===== src/rtl/definitions.sv =====
// Shared RV32I funct3 encodings used by the branch/jump datapath.
`ifndef DEFINITIONS_SV
`define DEFINITIONS_SV
`define FUNCT3_BEQ  3'b000
`define FUNCT3_BNE  3'b001
`define FUNCT3_BLT  3'b100
`define FUNCT3_BGE  3'b101
`define FUNCT3_BLTU 3'b110
`define FUNCT3_BGEU 3'b111
`define FUNCT3_JALR 3'b000
`endif


===== src/rtl/rv32i_types.sv =====
// Shared RV32I core types: fetch FSM states and the default reset PC.
package rv32i_types;
    typedef enum logic [1:0] {
        FETCH   = 2'd0,
        VALID   = 2'd1,
        DISCARD = 2'd2
    } fetch_state_t;

    localparam logic [31:0] RESET_PC_DEFAULT = 32'h6000_0000;
    localparam logic [31:0] PC_STEP          = 32'd4;
endpackage


===== src/rtl/redirect_counter.sv =====
// 32-bit wrapping event counter with enable, used for fetch perf statistics.
module redirect_counter (
    input  logic        clk,
    input  logic        rst,
    input  logic        en,
    output logic [31:0] cnt
);
    always_ff @(posedge clk or posedge rst) begin
        if (rst)     cnt <= 32'd0;
        else if (en) cnt <= cnt + 32'd1;
    end
endmodule


===== src/rtl/fetch_redirect_unit.sv =====
// PC owner and imem fetch handshake with redirect/discard and a one-entry decode hold buffer.
// Optional perf counters (redirect_cnt, discard_cnt) under FETCH_PERF_CNT_EN.
module fetch_redirect_unit
    import rv32i_types::*;
#(
    parameter logic [31:0] RESET_PC = RESET_PC_DEFAULT
) (
    input  logic        clk,
    input  logic        rst,
    input  logic        br_valid,
    input  logic        br_en,
    input  logic        jump,
    input  logic [31:0] target,
    input  logic        stall,
    output logic        imem_read,
    output logic [31:0] imem_addr,
    input  logic        imem_resp,
    input  logic [31:0] imem_rdata,
    output logic        if_valid,
    output logic [31:0] if_pc,
    output logic [31:0] if_instr,
    output logic        flush
`ifdef FETCH_PERF_CNT_EN
    ,
    output logic [31:0] redirect_cnt,
    output logic [31:0] discard_cnt
`endif
);
    fetch_state_t state, state_n;
    logic [31:0]  pc, pc_n, pc_pend, pc_pend_n;
    logic         if_valid_n;
    logic [31:0]  if_pc_n, if_instr_n;
    logic         redirect;
    logic [31:0]  tgt;

    assign redirect = br_valid & (br_en | jump);
    assign flush    = redirect;
    assign tgt      = target & ~32'h3;

    // Request stays up in FETCH and DISCARD; the address is the old pc in DISCARD.
    assign imem_read = ~rst & (state != VALID);
    assign imem_addr = pc;

    always_comb begin
        state_n    = state;
        pc_n       = pc;
        pc_pend_n  = pc_pend;
        if_valid_n = if_valid;
        if_pc_n    = if_pc;
        if_instr_n = if_instr;
        case (state)
            FETCH: begin
                if (redirect) begin
                    if (imem_resp) begin
                        pc_n = tgt;
                    end else begin
                        pc_pend_n = tgt;
                        state_n   = DISCARD;
                    end
                end else if (imem_resp) begin
                    if_valid_n = 1'b1;
                    if_pc_n    = pc;
                    if_instr_n = imem_rdata;
                    state_n    = VALID;
                end
            end
            VALID: begin
                if (redirect) begin
                    if_valid_n = 1'b0;
                    pc_n       = tgt;
                    state_n    = FETCH;
                end else if (!stall) begin
                    if_valid_n = 1'b0;
                    pc_n       = pc + PC_STEP;
                    state_n    = FETCH;
                end
            end
            DISCARD: begin
                if (imem_resp) begin
                    pc_n    = redirect ? tgt : pc_pend;
                    state_n = FETCH;
                end else if (redirect) begin
                    pc_pend_n = tgt;
                end
            end
            default: begin
                state_n = FETCH;
            end
        endcase
    end

    always_ff @(posedge clk or posedge rst) begin
        if (rst) begin
            state    <= FETCH;
            pc       <= RESET_PC;
            pc_pend  <= 32'd0;
            if_valid <= 1'b0;
            if_pc    <= RESET_PC;
            if_instr <= 32'd0;
        end else begin
            state    <= state_n;
            pc       <= pc_n;
            pc_pend  <= pc_pend_n;
            if_valid <= if_valid_n;
            if_pc    <= if_pc_n;
            if_instr <= if_instr_n;
        end
    end

`ifdef FETCH_PERF_CNT_EN
    // A drop is either a memory response we ignore or a held instruction killed by redirect.
    logic discard_evt;
    assign discard_evt = ((state == FETCH)   & redirect & imem_resp) |
                         ((state == DISCARD) & imem_resp) |
                         ((state == VALID)   & redirect);

    redirect_counter u_redirect_cnt (
        .clk (clk),
        .rst (rst),
        .en  (redirect),
        .cnt (redirect_cnt)
    );

    redirect_counter u_discard_cnt (
        .clk (clk),
        .rst (rst),
        .en  (discard_evt),
        .cnt (discard_cnt)
    );
`endif
endmodule


===== config.mk =====
export PLATFORM = sky130hd
export DESIGN_NAME = fetch_redirect_unit
export DESIGN_NICKNAME = d
export VERILOG_FILES = /design/src/rtl/definitions.sv /design/src/rtl/rv32i_types.sv /design/src/rtl/redirect_counter.sv /design/src/rtl/fetch_redirect_unit.sv
export SDC_FILE = /design/constraint.sdc
export NUM_CORES = 1
export LEC_CHECK = 0
export ABC_CLOCK_PERIOD_IN_PS = 5300
export CAP_MARGIN = 0
export CORE_MARGIN = 1
export CORE_UTILIZATION = 47
export DETAILED_ROUTE_END_ITERATION = 6
export PLACE_DENSITY = 0.8
export RECOVER_POWER = 50
export SLEW_MARGIN = 40
export SYNTH_ARGS = -nofsm -noshare
export SYNTH_HDL_FRONTEND = slang
export SYNTH_SLANG_ARGS = --single-unit

===== constraint.sdc =====
create_clock -name clk -period 5.3 [get_ports clk]
set_clock_uncertainty 0.1 [all_clocks]
set_input_delay 1.06 -clock clk [delete_from_list [all_inputs] [get_ports clk]]
set_output_delay 1.06 -clock clk [all_outputs]
set_load 0.01 [all_outputs]

# --- Word level (Yosys, flattened, before mapping) ---
# Cells that the tools add are included.
totals:
  reg_bits: 131
  out_inout_bits: 99
  elab_cells: 56
  inputBits: 71
classes:
  n_reduce_logical: 9
  n_bitwise: 5
  n_addsub: 1
  n_mux: 23
  n_eq_ne: 12
ops:
  columns: ["operator", "n"]
  rows:
  - ["$mux W32", 9]
  - ["$pmux W32 S3", 1]
  - ["$pmux W32 S2", 1]
  - ["$add A32 B3 Y32 const B", 1]
  - ["$mux W2", 6]
  - ["$ne A2 B2 Y1 const B", 6]
  - ["$reduce_and A4 Y1", 3]
  - ["$ne A3 B3 Y1 const B", 3]
  - ["$pmux W2 S3", 1]
  - ["$reduce_and A5 Y1", 1]
  - ["$mux W1", 4]
  - ["$reduce_bool A2 Y1", 2]
  - ["$reduce_and A3 Y1", 1]
  - ["$reduce_bool A3 Y1", 1]
  - ["$and A1 B1 Y1", 2]
  - ["$eq A2 B1 Y1 const B", 1]
  - ["$eq A2 B2 Y1 const B", 1]
  - ["$logic_not A2 Y1", 1]
  - ["$ne A2 B1 Y1 const B", 1]
  - ["$not A1 Y1", 2]
  - ["$pmux W1 S2", 1]
  - ["$or A1 B1 Y1", 1]

# --- Longest topological paths before layout ---
depth:
  ltp_word: 5
  depth_mapped: 10
  depth_no_buf: 7

# --- Least setup slack after synthesis ---
# OpenSTA, ideal clock, no wires.
synth_path:
  path_kind: "input to output"
  from: "input port jump"
  to: "output port flush"
  required_time_ns: 4.140
  slack_ns: 2.317
  t_arrival_ns: 1.823
  cell_stages: 4
  path_buffers: 2
  cell_sequence: "o21ai_1 > inv_2 > clkbuf_1 > clkbuf_1"
synth_via:
  elab_chain_len: 2
synth_rtl:
  columns: ["element", "line", "text"]
  rows:
  - ["from (decl)", "fetch_redirect_unit.sv:12", "input logic jump,"]
  - ["$or A1 B1 Y1", "fetch_redirect_unit.sv:36", "assign redirect = br_valid & (br_en | jump);"]
  - ["$and A1 B1 Y1", "fetch_redirect_unit.sv:36", null]
  - ["to (decl)", "fetch_redirect_unit.sv:22", "output logic flush"]
# No other way between the ends.

# --- Final worst setup path ---
layout_path:
  from: "input port rst"
  to: "output port imem_read"
layout_via:
  elab_chain_len: 2
layout_rtl:
  columns: ["element", "line", "text"]
  rows:
  - ["from (decl)", "fetch_redirect_unit.sv:9", "input logic rst,"]
  - ["$not A1 Y1", "fetch_redirect_unit.sv:41", "assign imem_read = ~rst & (state != VALID);"]
  - ["$and A1 B1 Y1", "fetch_redirect_unit.sv:41", null]
  - ["to (decl)", "fetch_redirect_unit.sv:15", "output logic imem_read,"]
# No other way between the ends.

==> flow_summary.yaml <==
outcome:
  status: "complete, but fails checks"
  violations: "DRC, capacitance limit, slew limit"
clock_tree:
  cts_setup_buffers: 0
  cts_root_buf: "clkbuf_16"
  ctsHoldBuffers: 0
  insertion_delay_ps: 420
  h-tree-depth: 4
  clk_path_buf_depth: 2
  cts_resized: 0
  cts_tree: "yes"
  cts_buffers: 17
  path_clk_slew_ps: 60
  numClockSinks: 131
power_and_ir_drop:
  clkPwrFrac_pct: 21.3
  pwr-share-seq_pct: 32.1
  p_leak_nw: 3.82
  power.density_nw_per_um2: 642
  sw_frac_of_total_pct: 38.3
  comb_power_share_pct: 46.6
  intPower_w: 0.00368
  power.switching_w: 0.00228
  max-vdd-ir-drop_mv: 0.347
placed_design:
  globalplace.congestion: 0.841
  dp_hpwl_um: 13100
  io_buffers: 167
  place_inst: 952
timing:
  tns_ps: 0
  maxSlewHeadroom_pct: -43.4
  rsz0062_at_grt: "false"
  tightest_slew_ps: 2150
  fmax_mhz: 288
  drv_slew: 101
  finalSetupViolCount: 0
  period_needed_ps: 3470
  hold_violations: 0
  post-route-period-util_pct: 65.5
critical_path:
  path_class: "input port to output pin"
  crit_family: "buffers and inverters"
  start_kind: "input port"
  required_ps: 4140
  cp_cell_sequence: "dlygate4sd3_1 > nor2_1 > clkdlybuf4s50_1"
  cp.arrival_ps: 2310
  startpoint: "rst"
  crit_path_max_fanout: 2
  endpoint_kind: "output pin"
  r2r_start: "state[1]"
  slowest_delay_ps: 580
  slowest_stage: "dlygate4sd3_1"
  path_buf_inv: 2
logic_synthesis:
  ys_top_cells_by_area: "dfrtp_1 47%, mux2_2 15%, o21ai_0 4.0%"
  ys_seq_elements: 131
  synth_area_um2: 6830
  synth.top_cell.area_share_pct: 46.6
  avgSynthCellArea_um2: 10.6
  yosys_warnings: 0
  syn_inst: 642
  synthFlopType: "dfrtp_1"
  synthTopCellsByCount: "127 x dfrtp_1, 92 x mux2_2, 54 x o21ai_0, 45 x nand2_1, 26 x nor2_1"
  synth_cell_type_count: 68
  yosysTopAreaCell: "dfrtp_1"
  synthArstFlopShare_pct: 100
  yosysSeqAreaShare_pct: 48.1
  synth_fp_nets: 718
  synth_enable_flop_cells: 0
  yosys.cell_count.top_type: "dfrtp_1"
layout:
  diodes: 0
  fin_nets: 868
  finalNonFillerCells: 985
  areaGrowthSynthToFinish_pct: 36.0
  drive_above_1_share_pct: 20.0
detailed_routing:
  wl_per_cell_um: 20.2
  drt-pass1-iter-count: 7
  drtAntennaViolNets: 0
  wl_um: 19900
  routed_via_density: 6.24
  drtIter0Drc: 512
  vias: 6144
  drc_errors: 1
worst_hold_path:
  min_path_type: "flop to flop"
  worstHoldStart: "if_pc[30]"
grt:
  grt_antenna_before_repair: 0
  grt_pass1_vias: 6312
  grt_pass1_wl_um: 32000
  grt_overflow: 0
  track_usage_pct: 28.0
  grt_max_degree: 101
floorplan:
  die_x_um: 123
  pin_count: 170
  die-area_um2: 15000
  coreArea_um2: 14000
  initial_utilization_pct: 48.6
  core.rowCount: 43
  die_height_um: 123
flow_run:
  cap_violations: 1
-- cell type report --
type	instances	area (µm²)
Clock buffer	18	439
Inverter	13	52.6
Tap cell	180	225
Multi-Input combinational cell	448	3280
Timing Repair Buffer	181	1790
Clock inverter	14	203
Sequential cell	131	3280
Fill cell	1020	4760
-- final timing paths --
check / to / slack [ps] / cells past startpoint
max in group asynchronous: if_instr[22] / 2100 / 3
worst max-delay path: imem_read / 1830 / 3
min in group asynchronous: pc_pend[29] / 1670 / 2
worst max register to register: imem_addr[0] / 2050 / 7
worst min register to register: if_pc[30] / 390 / 2
worst min-delay path: if_pc[30] / 390 / 2
-- power by group through the flow --
stage                     logic [W]  clock network [W]  registers, W
after floorplan             0.00147                  0       0.00197
after global placement      0.00267                  0       0.00188
after detailed placement    0.00277                  0       0.00192
after CTS                   0.00281            0.00128       0.00191
after global routing        0.00300            0.00133       0.00198
final                       0.00278            0.00127       0.00191
-- state kept, by name, summed over array words and instances (netlist names) --
signal / flops
if_instr: 32
if_pc: 32
if_valid: 1
imem_addr: 32
pc_pend: 32
state: 2
-- logic make-up (layout without fill, tap and decap cells) --
| family | Yosys count | count (layout) | synth area share, % |
|---|---|---|---|
| flops | 131 | 131 | 48.1 |
| fa+ha+maj | 5 | 5 | 0.917 |
| xor+xnor | 7 | 7 | 0.898 |
| buf+inv | 63 | 226 | 4.11 |
| simple gates | 162 | 162 | 12.3 |
| mux | 101 | 101 | 16.5 |
| compound gates | 173 | 173 | 17.2 |
-- worst min-delay path: stages (launching register included) --
cell,delay (ps)
dfstp_2,370
nand2_1,40
o21ai_0,70
-- placed cells by master (no fill, tap or decap), types with 6 or more instances in the layout --
cell type,instances
dfrtp_1,127
clkdlybuf4s50_1,119
mux2_2,92
o21ai_0,55
dlygate4sd3_1,48
nand2_1,45
nor2_1,26
nand3_1,24
a21oi_1,19
a31oi_1,17
clkbuf_16,17
and3_1,15
buf_4,12
inv_1,10
a22o_1,10
o31ai_1,10
mux2i_1,9
nand4_1,7
nor2b_1,7
nor3_1,7
nor4_1,6
-- through the flow --
step | total power [W] | hold slack (ps) | setup slack [ps] | utilization, % | instance area [µm²]
5_1_grt | 0.00631 | 405 | 1710 | 66.1 | 9280
3_5_place_dp | 0.00469 | 377 | 1560 | 61.5 | 8630
3_3_place_gp | 0.00454 | 373 | 1670 | 61.3 | 8610
6_report | 0.00596 | 389 | 1830 | 66.1 | 9280
4_1_cts | 0.00600 | 394 | 1860 | 66.1 | 9280
2_1_floorplan | 0.00344 | 355 | 649 | - | 6830
-- layer usage --
| layer | track usage (%) | vias up | part of all wire, % |
|---|---|---|---|
| met2 | 44.9 | 356 | 48 |
| met4 | 13.0 | 0 | 2.4 |
| li1 | - | 2711 | - |
| met5 | 0 | - | 0 |
| met3 | 9.80 | 56 | 11 |
| met1 | 33.7 | 3021 | 39 |
Power figures use the tool's default switching activity.
